## src/rtl/cskip_pkg.sv

```systemverilog
// Shared constants and operand types for the carry-skip add/subtract family.
package cskip_pkg;

    localparam int CSKIP_WIDTH = 16;
    localparam int CSKIP_BLK   = 4;
    localparam int CSKIP_HALF  = CSKIP_WIDTH / 2;

    typedef logic [CSKIP_WIDTH-1:0] word_t;
    typedef logic [CSKIP_HALF-1:0]  half_t;

endpackage

```

## src/rtl/cskip_sub_blk.sv

```systemverilog
// One carry-skip block of a + ~b: BLK-bit ripple with a bypass mux when every bit propagates.
module cskip_sub_blk
    import cskip_pkg::*;
#(
    parameter int BLK = CSKIP_BLK
) (
    input  logic [BLK-1:0] a,
    input  logic [BLK-1:0] b,
    input  logic           cin,
    output logic [BLK-1:0] diff,
    output logic           cout
);

    logic [BLK-1:0] bn;
    logic [BLK:0]   c;
    logic           p;

    assign bn = ~b;

    always_comb begin
        c    = '0;
        diff = '0;
        c[0] = cin;
        for (int i = 0; i < BLK; i++) begin
            diff[i]  = a[i] ^ bn[i] ^ c[i];
            c[i+1]   = (a[i] & bn[i]) | ((a[i] ^ bn[i]) & c[i]);
        end
    end

    // When the whole block propagates, its carry-out equals its carry-in.
    assign p    = &(a ^ bn);
    assign cout = p ? cin : c[BLK];

endmodule

```

## src/rtl/cskip_sub16_pipe.sv

```systemverilog
// Two-stage pipelined carry-skip subtractor (diff = a + ~b + 1) with valid/ready on both sides.
// Optional macro CSKIP_SUB_SAT_EN clamps diff to 0 whenever the subtraction borrows.
module cskip_sub16_pipe
    import cskip_pkg::*;
#(
    parameter int WIDTH = CSKIP_WIDTH,
    parameter int BLK   = CSKIP_BLK
) (
    input  logic             clk,
    input  logic             rst_n,
    input  logic             in_valid,
    output logic             in_ready,
    input  logic [WIDTH-1:0] a,
    input  logic [WIDTH-1:0] b,
    output logic             out_valid,
    input  logic             out_ready,
    output logic [WIDTH-1:0] diff,
    output logic             borrow,
    output logic             ovf
);

    localparam int HALF = WIDTH / 2;
    localparam int NB   = HALF / BLK;

    // Handshake: a beat moves when valid & ready are both high at the rising edge; a stage
    // may take new data when it is empty or its content leaves on the same edge.
    logic s1_adv, s2_adv;

    logic            s1_valid;
    logic [HALF-1:0] s1_a_hi, s1_b_hi, s1_d_lo;
    logic            s1_c8;

    logic             s2_valid;
    logic [WIDTH-1:0] s2_diff;
    logic             s2_borrow, s2_ovf;

    logic [HALF-1:0]  lo_d, hi_d;
    logic             c8, c16;
    logic [WIDTH-1:0] full_d, res_d;
    logic             res_borrow, res_ovf;

    assign s2_adv   = !s2_valid | out_ready;
    assign s1_adv   = !s1_valid | s2_adv;
    assign in_ready = s1_adv;

    for (genvar g = 0; g < NB; g++) begin : g_lo
        logic           ci, co;
        logic [BLK-1:0] d;
        if (g == 0) begin : g_first
            assign ci = 1'b1;
        end else begin : g_chain
            assign ci = g_lo[g-1].co;
        end
        cskip_sub_blk #(.BLK(BLK)) u_blk (
            .a    (a[g*BLK +: BLK]),
            .b    (b[g*BLK +: BLK]),
            .cin  (ci),
            .diff (d),
            .cout (co)
        );
        assign lo_d[g*BLK +: BLK] = d;
    end
    assign c8 = g_lo[NB-1].co;

    for (genvar g = 0; g < NB; g++) begin : g_hi
        logic           ci, co;
        logic [BLK-1:0] d;
        if (g == 0) begin : g_first
            assign ci = s1_c8;
        end else begin : g_chain
            assign ci = g_hi[g-1].co;
        end
        cskip_sub_blk #(.BLK(BLK)) u_blk (
            .a    (s1_a_hi[g*BLK +: BLK]),
            .b    (s1_b_hi[g*BLK +: BLK]),
            .cin  (ci),
            .diff (d),
            .cout (co)
        );
        assign hi_d[g*BLK +: BLK] = d;
    end
    assign c16 = g_hi[NB-1].co;

    assign full_d     = {hi_d, s1_d_lo};
    assign res_borrow = ~c16;
    assign res_ovf    = (s1_a_hi[HALF-1] ^ s1_b_hi[HALF-1]) & (s1_a_hi[HALF-1] ^ hi_d[HALF-1]);

`ifdef CSKIP_SUB_SAT_EN
    assign res_d = res_borrow ? '0 : full_d;
`else
    assign res_d = full_d;
`endif

    always_ff @(posedge clk or negedge rst_n) begin
        if (!rst_n) begin
            s1_valid <= 1'b0;
            s1_a_hi  <= '0;
            s1_b_hi  <= '0;
            s1_d_lo  <= '0;
            s1_c8    <= 1'b0;
        end else begin
            if (s1_adv) s1_valid <= in_valid;
            if (s1_adv && in_valid) begin
                s1_a_hi <= a[WIDTH-1:HALF];
                s1_b_hi <= b[WIDTH-1:HALF];
                s1_d_lo <= lo_d;
                s1_c8   <= c8;
            end
        end
    end

    always_ff @(posedge clk or negedge rst_n) begin
        if (!rst_n) begin
            s2_valid  <= 1'b0;
            s2_diff   <= '0;
            s2_borrow <= 1'b0;
            s2_ovf    <= 1'b0;
        end else begin
            if (s2_adv) s2_valid <= s1_valid;
            if (s2_adv && s1_valid) begin
                s2_diff   <= res_d;
                s2_borrow <= res_borrow;
                s2_ovf    <= res_ovf;
            end
        end
    end

    assign out_valid = s2_valid;
    assign diff      = s2_diff;
    assign borrow    = s2_borrow;
    assign ovf       = s2_ovf;

endmodule

```

## config.mk

```make
export PLATFORM = sky130hd
export DESIGN_NAME = cskip_sub16_pipe
export DESIGN_NICKNAME = d
export VERILOG_FILES = /design/src/rtl/cskip_pkg.sv /design/src/rtl/cskip_sub_blk.sv /design/src/rtl/cskip_sub16_pipe.sv
export SDC_FILE = /design/constraint.sdc
export NUM_CORES = 1
export LEC_CHECK = 0
export ABC_AREA = 1
export CAP_MARGIN = 15
export CORE_MARGIN = 4
export CORE_UTILIZATION = 46
export CTS_BUF_LIST = sky130_fd_sc_hd__clkbuf_16
export DETAILED_ROUTE_END_ITERATION = 8
export PLACE_DENSITY_LB_ADDON = 0.08
export REMOVE_ABC_BUFFERS = 1
export SLEW_MARGIN = 25
export SYNTH_ARGS = -nofsm -noshare
export SYNTH_HDL_FRONTEND = slang
export SYNTH_HIERARCHICAL = 1
export SYNTH_SLANG_ARGS = --single-unit
```

## constraint.sdc

```tcl
create_clock -name clk -period 3.4 [get_ports clk]
set_clock_uncertainty 0.05 [all_clocks]
set_input_delay 0.68 -clock clk [delete_from_list [all_inputs] [get_ports clk]]
set_output_delay 0.68 -clock clk [all_outputs]
set_load 0.02 [all_outputs]
```

==> results_dict.tcl <==
set metrics [dict create \
    outcome "complete, but fails checks" \
    failed_checks "setup timing" \
    io_pins 56 \
    via_per_inst 4.64 \
    endpoint_kind "register" \
    tightest_slew_ns 0.567 \
    fmax_ghz 0.276 \
    setup_tns_ns -0.412 \
    final-max-slew-violation-count 0 \
    fp.dieW_um 82.5 \
    antenna_cells 0 \
    die-area_um2 6800 \
    drt-initial-drc-count 135 \
    drive_gt1_share_pct 17.7 \
    final_common_cell "nand2_1" \
    synth-seq-cells 45 \
    p_leak_nw 1.83 \
    start_util_pct 48.7 \
    multi_input_area_um2 1250 \
    rsz0062_at_grt "true" \
    grt_max_degree 46 \
    antenna_found_initial 0 \
    fin_nets 434 \
    arrival_ns 3.79 \
    synth_cells 293 \
    hold_class "in2async" \
    r2r-end "ovf" \
    cp-start-kind "register" \
    htreeDepth 2 \
    final_cell_area_um2 3480 \
    cts_made_buffers 5 \
    netlist_area_um2 2550 \
    dp_hpwl_um 3470 \
    ir_drop_mv 0.391 \
    fin_crit_ns 3.62 \
    coreArea_um2 5240 \
    r2r-start "s1_b_hi[0]" \
    yosysSeqAreaShare_pct 44.2 \
    synth.distinct_cells 17 \
    rr_worst_depth 20 \
    period_share_pct 107 \
    final-seq-area_um2 1130 \
    grt_overflow 0 \
    grt_pass1_vias 1953 \
    max_cap_violations 0 \
    cp_max_fo 2 \
    cts_sinks 45 \
    io_buffers 55 \
    fin_ws_ns -0.224 \
    grt_pass1_wl_um 8870 \
    crit_type "reg2reg" \
    setup_violations 3 \
    gp_congestion 0.697 \
    final_cells 437 \
    track_usage_pct 17.4 \
    ff2ff_setup_slack_ns -0.22 \
    synthToLayoutAreaGrowth_pct 36.4 \
    cts_tree "yes" \
    clkTransAtPathRegs_ns 0.06 \
    dp_cells 419 \
    rows 26 \
    place_area_um2 3200 \
    final_cell_mix "118 x nand2_1, 50 x clkdlybuf4s50_1, 45 x dfrtp_1" \
    slew_headroom_pct 62.2 \
    required_ns 3.57 \
    synth_warnings 6 \
    drc 0 \
    fillerInstances 435 \
    postRouteAntennaNets 0 \
    final-hold-violation-count 0 \
    die_h_um 82.5 \
    dr_total_vias 2026 \
    firstDrtPassIters 4 \
    clk_root_buffer_cell "clkbuf_16" \
    synth_area_per_cell_um2 8.70 \
    cts_buffer_depth 2 \
    clk_latency_ns 0.28 \
    wl_per_cell_um 11.8 \
    power_per_cell_area_nw_per_um2 602 \
    wl_um 5160 \
]
-- report_power, final --
part,switching (W),leakage [nW],internal [W]
logic,0.000447,1.21,0.000423
registers,0.0000900,0.553,0.000682
clock network,0.000186,0.0687,0.000266
total,0.000723,1.83,0.00137
-- synth_stat cells --
library cell  count  share of area, %
buf_2             7               1.4
ha_1             16               7.9
nor2_1            4              0.59
o21ai_0           2              0.39
conb_1            1              0.15
nand2_1         120                18
inv_1            43               6.3
nand2_2           1              0.25
dfrtp_1          45                44
buf_6             2              0.88
buf_4             1              0.29
nand3_4           1              0.69
inv_2             2              0.29
o21ai_1           4              0.79
fa_1             16                13
nand3_1          27               5.3
nand2_4           1              0.44
-- kinds of logic after synthesis --
| family | Yosys count | share of synthesized area, % |
|---|---|---|
| fa+ha+maj | 32 | 20.4 |
| buf+inv | 55 | 9.18 |
| other cells | 1 | 0.147 |
| flops | 45 | 44.2 |
| simple gates | 154 | 24.9 |
| compound gates | 6 | 1.18 |
-- cell type report --
type,count,share of cell area (%)
Clock buffer,5,3.60
Timing Repair Buffer,75,20.2
Inverter,45,4.93
Multi-Input combinational cell,194,36.0
Sequential cell,45,32.4
Clock inverter,3,0.360
Tap cell,70,2.52
-- worst max-delay path, cell delays in order (launching register included) --
cell     delay, ns
dfrtp_1       0.38
inv_2         0.07
fa_2          0.21
inv_2         0.05
fa_2          0.34
fa_2          0.34
inv_2         0.06
fa_2          0.17
o21ai_1       0.06
nand2_1       0.10
fa_2          0.20
inv_2         0.04
fa_2          0.34
fa_2          0.35
inv_2         0.06
fa_1          0.42
inv_1         0.09
nand3_1       0.07
nand2_1       0.06
nand2_1       0.05
nand2_1       0.06
-- worst max path at each step --
stage / cells past startpoint / start / end
finish: 20 / s1_b_hi[0] / ovf
global route: 20 / s1_b_hi[0] / ovf
CTS: 18 / b[0] / s1_d_lo[7]
detailed placement: 17 / a[0] / s1_d_lo[7]
global placement: 17 / a[0] / s1_d_lo[7]
floorplan: 17 / b[0] / s1_d_lo[7]
-- per-layer routing --
metal	up-vias	track usage, %	share of wire [%]
li1	1009	-	-
met1	959	21.9	40
met2	52	29.7	52
met3	6	4.12	6.6
met4	0	4.98	1.2
met5	-	0	0
-- registers in the layout (all words and copies together), names as in the netlist --
register / flops
s1_d_lo: 8
g_hi.ci: 1
out_valid: 1
borrow: 1
ovf: 1
s1_valid: 1
diff: 16
s1_b_hi: 8
s1_a_hi: 8
-- stage by stage --
stage                     worst slack (ns)  utilization, %  total power, W  hold WS (ns)
after global placement              -0.865            61.0         0.00154         0.402
after CTS                           -0.391            65.9         0.00210         0.421
after detailed placement            -0.956            61.0         0.00156         0.408
after global routing                -0.425            66.4         0.00226         0.392
after floorplan                     -0.305               -         0.00119         0.334
final                               -0.224            66.4         0.00209         0.351
-- repair_timing --
| item | in CTS | in global routing |
|---|---|---|
| hold buffers | 0 | 0 |
| gates resized for setup | 40 | 7 |
| setup endpoints to repair | 7 | 6 |
| pin swaps | 15 | 13 |
| setup buffers | 15 | 2 |
Power figures use the tool's default switching activity.
